===== src/rtl/trap_ctl.sv =====
// trap_ctl -- machine-mode trap controller.
//
// Owns the trap CSRs (MSTATUS.MIE/MPIE, MIE, MIP, MTVEC, MEPC, MCAUSE, MTVAL).
// It synchronises NUM_IRQ external interrupt lines, each of which is either
// level- or edge-triggered. The highest-index pending line has priority. The
// block dispatches synchronous exceptions and interrupts to MTVEC and handles
// MRET.
//
// Optional feature macro: TRAP_CTL_VECTORED_EN
//   defined   : MTVEC[1:0] is writable. 0 selects direct mode, 1 selects
//               vectored mode, and writes of 2 or 3 leave the mode unchanged.
//   undefined : MTVEC[1:0] reads 0 and every trap goes to the base address.
//
// Ports
//   clk, rst              core clock, asynchronous active-high reset
//   irq[NUM_IRQ]          asynchronous interrupt lines (line i -> cause 16+i)
//   inst_boundary, pc     instruction retires this cycle / its PC
//   exc_valid/cause/tval  synchronous exception request
//   mret                  MRET retiring this cycle
//   csr_we/addr/wdata     CSR write port
//   csr_rdata, csr_hit    combinational CSR read data / address owned
//   trap_taken            PC redirect strobe (one cycle)
//   trap_pc               redirect target (trap vector or MEPC)
//   trap_is_irq           the redirect is an interrupt entry
module trap_ctl #(
    parameter int unsigned        XLEN        = 32,
    parameter int unsigned        NUM_IRQ     = 8,
    parameter logic [NUM_IRQ-1:0] EDGE_MASK   = '0,
    parameter int unsigned        SYNC_STAGES = 2,
    parameter logic [XLEN-1:0]    RESET_TVEC  = '0
) (
    input  logic               clk,
    input  logic               rst,
    input  logic [NUM_IRQ-1:0] irq,
    input  logic               inst_boundary,
    input  logic [XLEN-1:0]    pc,
    input  logic               exc_valid,
    input  logic [4:0]         exc_cause,
    input  logic [XLEN-1:0]    exc_tval,
    input  logic               mret,
    input  logic               csr_we,
    input  logic [11:0]        csr_addr,
    input  logic [XLEN-1:0]    csr_wdata,
    output logic [XLEN-1:0]    csr_rdata,
    output logic               csr_hit,
    output logic               trap_taken,
    output logic [XLEN-1:0]    trap_pc,
    output logic               trap_is_irq
);

    localparam logic [11:0] CSR_MSTATUS = 12'h300;
    localparam logic [11:0] CSR_MIE     = 12'h304;
    localparam logic [11:0] CSR_MTVEC   = 12'h305;
    localparam logic [11:0] CSR_MEPC    = 12'h341;
    localparam logic [11:0] CSR_MCAUSE  = 12'h342;
    localparam logic [11:0] CSR_MTVAL   = 12'h343;
    localparam logic [11:0] CSR_MIP     = 12'h344;

    typedef enum logic {
        ST_RUN  = 1'b0,
        ST_TRAP = 1'b1
    } state_t;

    state_t state_q, state_d;

    logic [NUM_IRQ-1:0] sync_q [SYNC_STAGES];
    logic [NUM_IRQ-1:0] irq_level, irq_rise;
    logic [NUM_IRQ-1:0] edge_pend_q;
    logic [NUM_IRQ-1:0] mie_q;
    logic [NUM_IRQ-1:0] mip, pending;
    logic [3:0]         irq_idx;
    logic [4:0]         irq_cause;
    logic               irq_any;

    logic               mstatus_mie_q, mstatus_mpie_q;
    logic [XLEN-3:0]    mtvec_base_q;
    logic [XLEN-1:0]    mepc_q, mcause_q, mtval_q;
    logic [XLEN-1:0]    trap_pc_q;
    logic               trap_is_irq_q;

    logic [XLEN-1:0]    mepc_rd, tvec_base, tvec_rd, entry_pc;
    logic               take_exc, take_irq, take_mret, trap_entry;
    logic               wr_mstatus, wr_mie, wr_mtvec, wr_mepc, wr_mcause;
    logic               wr_mtval, wr_mip;

    // ---- irq synchronisers -------------------------------------------------
    always_ff @(posedge clk or posedge rst) begin
        if (rst) begin
            for (int s = 0; s < SYNC_STAGES; s++) sync_q[s] <= '0;
        end else begin
            sync_q[0] <= irq;
            for (int s = 1; s < SYNC_STAGES; s++) sync_q[s] <= sync_q[s-1];
        end
    end

    assign irq_level = sync_q[SYNC_STAGES-1];
    // The rise is detected one stage early so that edge lines reach MIP with
    // the same SYNC_STAGES latency as level lines.
    assign irq_rise  = sync_q[SYNC_STAGES-2] & ~sync_q[SYNC_STAGES-1];

    // ---- pending / priority ------------------------------------------------
    assign mip     = (EDGE_MASK & edge_pend_q) | (~EDGE_MASK & irq_level);
    assign pending = mip & mie_q;

    always_comb begin
        irq_idx = '0;
        irq_any = 1'b0;
        // The last hit wins, so the highest index has priority.
        for (int i = 0; i < NUM_IRQ; i++) begin
            if (pending[i]) begin
                irq_idx = 4'(i);
                irq_any = 1'b1;
            end
        end
    end

    assign irq_cause = 5'd16 + 5'(irq_idx);

    // ---- request arbitration: exception > interrupt > mret -----------------
    always_comb begin
        take_exc  = 1'b0;
        take_irq  = 1'b0;
        take_mret = 1'b0;
        if (state_q == ST_RUN) begin
            if (exc_valid)
                take_exc = 1'b1;
            else if (inst_boundary && mstatus_mie_q && irq_any)
                take_irq = 1'b1;
            else if (mret)
                take_mret = 1'b1;
        end
    end

    assign trap_entry = take_exc | take_irq;

    // ---- FSM ---------------------------------------------------------------
    always_ff @(posedge clk or posedge rst) begin
        if (rst) state_q <= ST_RUN;
        else     state_q <= state_d;
    end

    always_comb begin
        state_d = state_q;
        case (state_q)
            ST_RUN:  if (trap_entry || take_mret) state_d = ST_TRAP;
            ST_TRAP: state_d = ST_RUN;
            default: state_d = ST_RUN;
        endcase
    end

    assign trap_taken = (state_q == ST_TRAP);

    // ---- CSR write decode --------------------------------------------------
    // A software write loses to the hardware update of the same CSR.
    assign wr_mstatus = csr_we && (csr_addr == CSR_MSTATUS) && !trap_entry && !take_mret;
    assign wr_mie     = csr_we && (csr_addr == CSR_MIE);
    assign wr_mtvec   = csr_we && (csr_addr == CSR_MTVEC);
    assign wr_mepc    = csr_we && (csr_addr == CSR_MEPC)   && !trap_entry;
    assign wr_mcause  = csr_we && (csr_addr == CSR_MCAUSE) && !trap_entry;
    assign wr_mtval   = csr_we && (csr_addr == CSR_MTVAL)  && !trap_entry;
    assign wr_mip     = csr_we && (csr_addr == CSR_MIP);

    // ---- edge-pending bits -------------------------------------------------
    // A new edge sets the bit even when a clearing write lands in the same
    // cycle. A written 1 never sets the bit.
    always_ff @(posedge clk or posedge rst) begin
        if (rst)
            edge_pend_q <= '0;
        else
            edge_pend_q <= EDGE_MASK &
                           (irq_rise | (edge_pend_q &
                            ~(wr_mip ? ~csr_wdata[16 +: NUM_IRQ] : '0)));
    end

    // ---- trap target -------------------------------------------------------
    assign tvec_base = {mtvec_base_q, 2'b00};
    assign mepc_rd   = mepc_q & ~XLEN'(3);

`ifdef TRAP_CTL_VECTORED_EN
    logic mtvec_mode_q;

    always_ff @(posedge clk or posedge rst) begin
        if (rst)
            mtvec_mode_q <= (RESET_TVEC[1:0] == 2'b01);
        else if (wr_mtvec && !csr_wdata[1])
            mtvec_mode_q <= csr_wdata[0];
    end

    assign tvec_rd  = {mtvec_base_q, 1'b0, mtvec_mode_q};
    assign entry_pc = (mtvec_mode_q && take_irq) ?
                      tvec_base + XLEN'({irq_cause, 2'b00}) : tvec_base;
`else
    assign tvec_rd  = tvec_base;
    assign entry_pc = tvec_base;
`endif

    // ---- CSR state ---------------------------------------------------------
    always_ff @(posedge clk or posedge rst) begin
        if (rst) begin
            mstatus_mie_q  <= 1'b0;
            mstatus_mpie_q <= 1'b0;
            mie_q          <= '0;
            mtvec_base_q   <= RESET_TVEC[XLEN-1:2];
            mepc_q         <= '0;
            mcause_q       <= '0;
            mtval_q        <= '0;
            trap_pc_q      <= '0;
            trap_is_irq_q  <= 1'b0;
        end else begin
            if (trap_entry) begin
                mstatus_mpie_q <= mstatus_mie_q;
                mstatus_mie_q  <= 1'b0;
            end else if (take_mret) begin
                mstatus_mie_q  <= mstatus_mpie_q;
                mstatus_mpie_q <= 1'b1;
            end else if (wr_mstatus) begin
                mstatus_mie_q  <= csr_wdata[3];
                mstatus_mpie_q <= csr_wdata[7];
            end

            if (wr_mie)   mie_q        <= csr_wdata[16 +: NUM_IRQ];
            if (wr_mtvec) mtvec_base_q <= csr_wdata[XLEN-1:2];

            if (take_exc) begin
                mepc_q   <= pc;
                mcause_q <= XLEN'(exc_cause);
                mtval_q  <= exc_tval;
            end else if (take_irq) begin
                mepc_q   <= pc;
                mcause_q <= {1'b1, (XLEN-1)'(irq_cause)};
                mtval_q  <= '0;
            end else begin
                if (wr_mepc)   mepc_q   <= csr_wdata;
                if (wr_mcause) mcause_q <= csr_wdata;
                if (wr_mtval)  mtval_q  <= csr_wdata;
            end

            if (trap_entry) begin
                trap_pc_q     <= entry_pc;
                trap_is_irq_q <= take_irq;
            end else if (take_mret) begin
                trap_pc_q     <= mepc_rd;
                trap_is_irq_q <= 1'b0;
            end
        end
    end

    assign trap_pc     = trap_pc_q;
    assign trap_is_irq = trap_is_irq_q;

    // ---- CSR read ----------------------------------------------------------
    always_comb begin
        csr_rdata = '0;
        csr_hit   = 1'b1;
        case (csr_addr)
            CSR_MSTATUS: begin
                csr_rdata[3]     = mstatus_mie_q;
                csr_rdata[7]     = mstatus_mpie_q;
                csr_rdata[12:11] = 2'b11;
            end
            CSR_MIE:    csr_rdata = XLEN'({mie_q, 16'h0000});
            CSR_MTVEC:  csr_rdata = tvec_rd;
            CSR_MEPC:   csr_rdata = mepc_rd;
            CSR_MCAUSE: csr_rdata = mcause_q;
            CSR_MTVAL:  csr_rdata = mtval_q;
            CSR_MIP:    csr_rdata = XLEN'({mip, 16'h0000});
            default:    csr_hit   = 1'b0;
        endcase
    end

endmodule


===== config.mk =====
export PLATFORM = sky130hd
export DESIGN_NAME = trap_ctl
export DESIGN_NICKNAME = d
export VERILOG_FILES = /design/src/rtl/trap_ctl.sv
export SDC_FILE = /design/constraint.sdc
export NUM_CORES = 1
export LEC_CHECK = 0
export CAP_MARGIN = 20
export CORE_MARGIN = 2
export CORE_UTILIZATION = 46
export CTS_CLUSTER_SIZE = 20
export DETAILED_ROUTE_END_ITERATION = 10
export GPL_TIMING_DRIVEN = 0
export PLACE_DENSITY = 0.84
export SYNTH_ARGS = -nofsm -noshare
export SYNTH_HDL_FRONTEND = slang
export SYNTH_SLANG_ARGS = --single-unit

===== constraint.sdc =====
create_clock -name clk -period 5.6 [get_ports clk]
set_input_delay 1.12 -clock clk [delete_from_list [all_inputs] [get_ports clk]]
set_output_delay 1.12 -clock clk [all_outputs]
set_load 0.1 [all_outputs]

== Word level (Yosys, flattened, before mapping) ==
Cells that the tools add are included.
Word-level totals
  flip-flop bits (word level): 186
  input port bits: 127
  output and inout port bits: 67
  word-level logic and storage cells: 98
Operators by class
  add/sub/neg operators: 1
  eq/ne operators: 7
  mux-type cells: 53
  bitwise operators: 3
  reduce and logical (&&, ||, !) cells: 22
Operators with widths (number)
  32-bit two-way mux: 11
  19-bit one-hot mux with 6 select lines: 1
  12-bit by 10-bit equality test with 1-bit output (second input constant): 7
  3-bit one-hot mux with 4 select lines: 3
  1-bit two-way mux: 28
  4-bit two-way mux: 6
  1-bit logical AND: 13
  3-bit nonzero test: 4
  1-bit one-hot mux with 5 select lines: 2
  2-bit one-hot mux with 5 select lines: 1
  8-bit bitwise AND: 1
  7-bit OR reduction: 1
  5-bit by 4-bit adder with 5-bit output (first input constant): 1
  1-bit zero test: 2
  1-bit one-hot mux with 2 select lines: 1
  2-bit nonzero test: 1
  1-bit logical OR: 1
  1-bit inverter: 1
  1-bit OR: 1

== Logic depth before layout (Yosys ltp) ==
  depth in word-level cells: 20
  mapped depth: 9
  depth with buffers taken out: 6

== Least setup slack after synthesis ==
No wires, ideal clock.
  path kind: in2out
  start: input csr_addr[1]
  end: output csr_rdata[3]
  arrival time: 4.077 ns
  required time: 4.480 ns
  setup slack: 0.403 ns
  stages: 6
  buffers on the path: 1
  cells stage by stage: buf_2 nor4b_2 nand2_1 nor2_1 a22oi_1 o21ai_0
Between the ends
  word-level cells in the longest chain between the ends: 2
  elaborated cells between the ends (all ways): 6
  classes of those cells: eq/ne (5); mux (1)
RTL lines
  start, declared: RTL line 42  | input logic [11:0] csr_addr,
  12-bit by 10-bit equality test with 1-bit output: RTL line 255  | case (csr_addr)
  1-bit one-hot mux with 5 select lines (*): RTL line 255
  end, declared: RTL line 44  | output logic [XLEN-1:0] csr_rdata,
Mark *: on every way between the ends. The rest lies on a longest branch, timed or not.

== Worst setup path in the final report ==
  start: input csr_addr[5]
  end: output csr_rdata[19]
Between the ends
  word-level cells in the longest chain between the ends: 2
  elaborated cells between the ends (all ways): 7
  classes of those cells: eq/ne (6); mux (1)
RTL lines (RTL line)
  12-bit by 10-bit equality test with 1-bit output: 255
  19-bit one-hot mux with 6 select lines (*): 255
Marks and branches as above.

==> results.cfg <==
[status]
status = completed

[worst_setup_path]
r2r_end = trap_pc[20]
crit_arrival_ns = 4.39
cpPeakStageDelay_ns = 0.87
end_kind = output port
path_cells = clkdlybuf4s50_1 > nor4_2 > nand4_1 > nor3b_2 > clkbuf_1 > a22oi_1 > nand3_1 > dlygate4sd2_1
start_kind = input pin
critPathRequiredTime_ns = 4.48
r2r_cells = 7
cp_max_fo = 10
timing.rr.start = irq_level[7]
r2r_setup_slack_ns = 3.04
crit_type = in2out
slowest_stage = dlygate4sd2_1

[yosys]
synth-seq-area-share_pct = 53.0
synth_warnings = 0
synth_mux_area_share_pct = 12.5
yosys-top-cells-area = dfrtp_1, mux2i_1, nand2_1, o21ai_0, a222oi_1
synthFlopType = dfrtp_1
synthDistinctLibCells = 51
synth.top_cell.area_share_pct = 53.0
synth_compound_area_share_pct = 18.7
postSynthCellCount = 821
synth-edff-count = 0
syn_avg_cell_area_um2 = 10.5
ys_async_sr_fraction_pct = 100
yosysTopAreaCell = dfrtp_1
synth_xor_area_share_pct = 0
synth_seq_cells = 182
syn_area_um2 = 8600
synth_commonest_cells = dfrtp_1, nand2_1, o21ai_0
synth_top_family_by_area = compound AO/OA/AOI/OAI gates
synth-adder-area-share_pct = 0
synthSimpleGateAreaFrac_pct = 11.1
synth_most_common_cell = dfrtp_1

[floorplan]
start_util_pct = 46.4
die_w_um = 141
dieArea_um2 = 19800
num_rows = 50
core_um2 = 18500
io_pins = 194
die_h_um = 141

[place]
post-dp-hpwl_mm = 20.2
port-buffer-count = 187
gp_congestion = 0.920

[layout]
syn_to_final_growth_pct = 32.2
utilization_pct = 61.4
drive_gt1_share_pct = 11.4
nNetsFinal = 1160
diodes = 0
nFillCells = 1500

[cts]
cts_setup_buffers = 0
cts_buffers = 17
clk_latency_ns = 0.44
cts_tree = yes
cts_buffer_depth = 2
clk_pin_slew_ns = 0.06
cts-root-buf = clkbuf_16
htree_levels = 4
holdBufCountCts = 0
clkSinkCount = 182

[global_routing]
overflow = 0
grt_pass1_wl_mm = 44.2
antenna_found_initial = 1
grt_use_total_pct = 29.5
first_global_vias = 7619
grt_max_degree = 44

[power_and_ir_drop]
intPower_uw = 2390
share_seq_of_total_power_pct = 44.3
pwr-share-clk_pct = 35.4
pwr-share-comb_pct = 20.4
swShare_pct = 31.3
p_leak_uw = 0.00538
peakVddDrop_mv = 0.246
p_per_area_nw_per_um2 = 305
switching_power_uw = 1090

[drt]
wirelength_mm = 28.9
ant_nets = 0
vias_per_cell = 6.15
first_iter_violations = 1022
post_drt_wl_per_cell_um = 22.6
via_count = 7877
first_pass_iters = 8
drc_errors = 0

[sta]
fin_crit_ns = 5.51
finalSetupViolCount = 0
fin_setup_tns_ns = 0
clock_skew_ns = 0.0139
maxSlewHeadroom_pct = 29.4
slew_violations = 0
rsz0062_at_grt = false
max_freq_mhz = 181
finalHoldViolCount = 0
worstMarginPinSlew_ns = 1.06
period_share_pct = 98.4

[min_path]
min_to = irq_level[6]
hp-class = reg2reg
hp-start = sync_q[14]
holdPathStages = 0

[run]
drv_cap = 0
[layout by cell type (no fill, tap or decap), types with 3 or more instances in the layout]
cell type        instances
mux2i_1                 58
buf_12                   4
nand2_1                153
o21ai_0                 76
clkbuf_2                22
a31oi_1                  4
a222oi_1                36
a21oi_1                 31
a2bb2oi_1               32
nand4_1                  3
clkinvlp_4               4
inv_6                    3
clkbuf_1                37
buf_4                    4
nor3_1                   5
buf_2                   17
nand3_1                 11
mux2_2                   8
dfrtp_1                182
clkdlybuf4s50_1        155
inv_1                   27
a22oi_1                 13
clkinv_4                 3
clkbuf_16               17
nor2_1                  34
dlygate4sd2_1            5
and2_1                   5
mux2_4                  18
buf_6                    3
mux2_1                  12
a221o_1                 18
[worst max path at each step]
stage,start,endpoint,slack [ns],cells after the start
after floorplan,csr_addr[1],csr_rdata[3],0.40,6
after global placement,csr_addr[5],csr_rdata[11],-0.31,8
after detailed placement,csr_addr[5],csr_rdata[11],-0.34,8
after CTS,csr_addr[5],csr_rdata[11],-0.06,8
after global routing,csr_addr[8],csr_rdata[23],0.003,9
final,csr_addr[5],csr_rdata[19],0.09,8
[power by group through the flow]
stage	clock (µW)	combinational (µW)	sequential (µW)
finish	1230	707	1540
global placement	0	679	1550
floorplan	0	249	1730
global route	1290	748	1550
detailed placement	0	700	1550
CTS	1230	705	1530
[cell type report]
| class | instances | area (µm²) | area share, % |
|---|---|---|---|
| well taps | 234 | 293 | 2.57 |
| flip-flops and latches | 182 | 4550 | 40.1 |
| clock inverters | 13 | 145 | 1.28 |
| inverters | 28 | 109 | 0.957 |
| repair buffers | 192 | 1870 | 16.4 |
| multi-input cells | 550 | 3660 | 32.2 |
| plain buffers | 62 | 292 | 2.56 |
| clock buffers | 19 | 453 | 3.98 |
[sequential cells by signal, indices dropped and copies added, names as in the netlist]
register and flops:
trap_is_irq 1, mcause_q 32, mie_q 8, mstatus_mie_q 1, trap_taken 1, mstatus_mpie_q 1, sync_q 8, irq_level 8
mepc_q 30, mtvec_base_q 30, mtval_q 32, trap_pc 30
[metrics by stage]
| step | hold slack (ns) | cell area, µm² | cells | worst slack [ns] | power (µW) |
|---|---|---|---|---|---|
| 2_1_floorplan | 0.331 | 8610 | 822 | 0.403 | 1970 |
| 3_3_place_gp | 0.332 | 10800 | 1243 | -0.313 | 2230 |
| 3_5_place_dp | 0.335 | 10900 | 1248 | -0.344 | 2250 |
| 4_1_cts | 0.349 | 11400 | 1280 | -0.0558 | 3470 |
| 5_1_grt | 0.352 | 11400 | 1280 | 0.00321 | 3580 |
| 6_report | 0.348 | 11400 | 1280 | 0.0893 | 3470 |
[per-layer routing]
| layer | vias up | part of all wire, % | global-route usage (%) |
|---|---|---|---|
| met1 | 3855 | 39 | 38.7 |
| met3 | 68 | 11 | 9.04 |
| li1 | 3411 | - | - |
| met4 | 2 | 3.3 | 13.2 |
| met5 | - | 0.045 | 0 |
| met2 | 541 | 46 | 45.2 |
[critical path: cells and delay by family]
kind,cells,cell delay [ns]
buffers and inverters,3,1.90
AO/OA/AOI/OAI,1,0.17
AND/OR/NAND/NOR,4,1.18
[repair_timing]
action / 4_1_cts / 5_1_grt
resized for setup: 35 / 49
endpoints found under the setup margin: 30 / 26
endpoints found under the hold margin: 0 / 0
gates cloned: 0 / 0
pin swaps: 0 / 0
[cell families (layout without fill, tap and decap cells)]
| group | count (synthesis) | after routing |
|---|---|---|
| AO/OA/AOI/OAI | 226 | 226 |
| multiplexers | 96 | 96 |
| buffers and inverters | 90 | 314 |
| AND/OR/NAND/NOR | 226 | 226 |
| flip-flops | 182 | 182 |
| other | 1 | 2 |
Power figures use the tool's default switching activity.
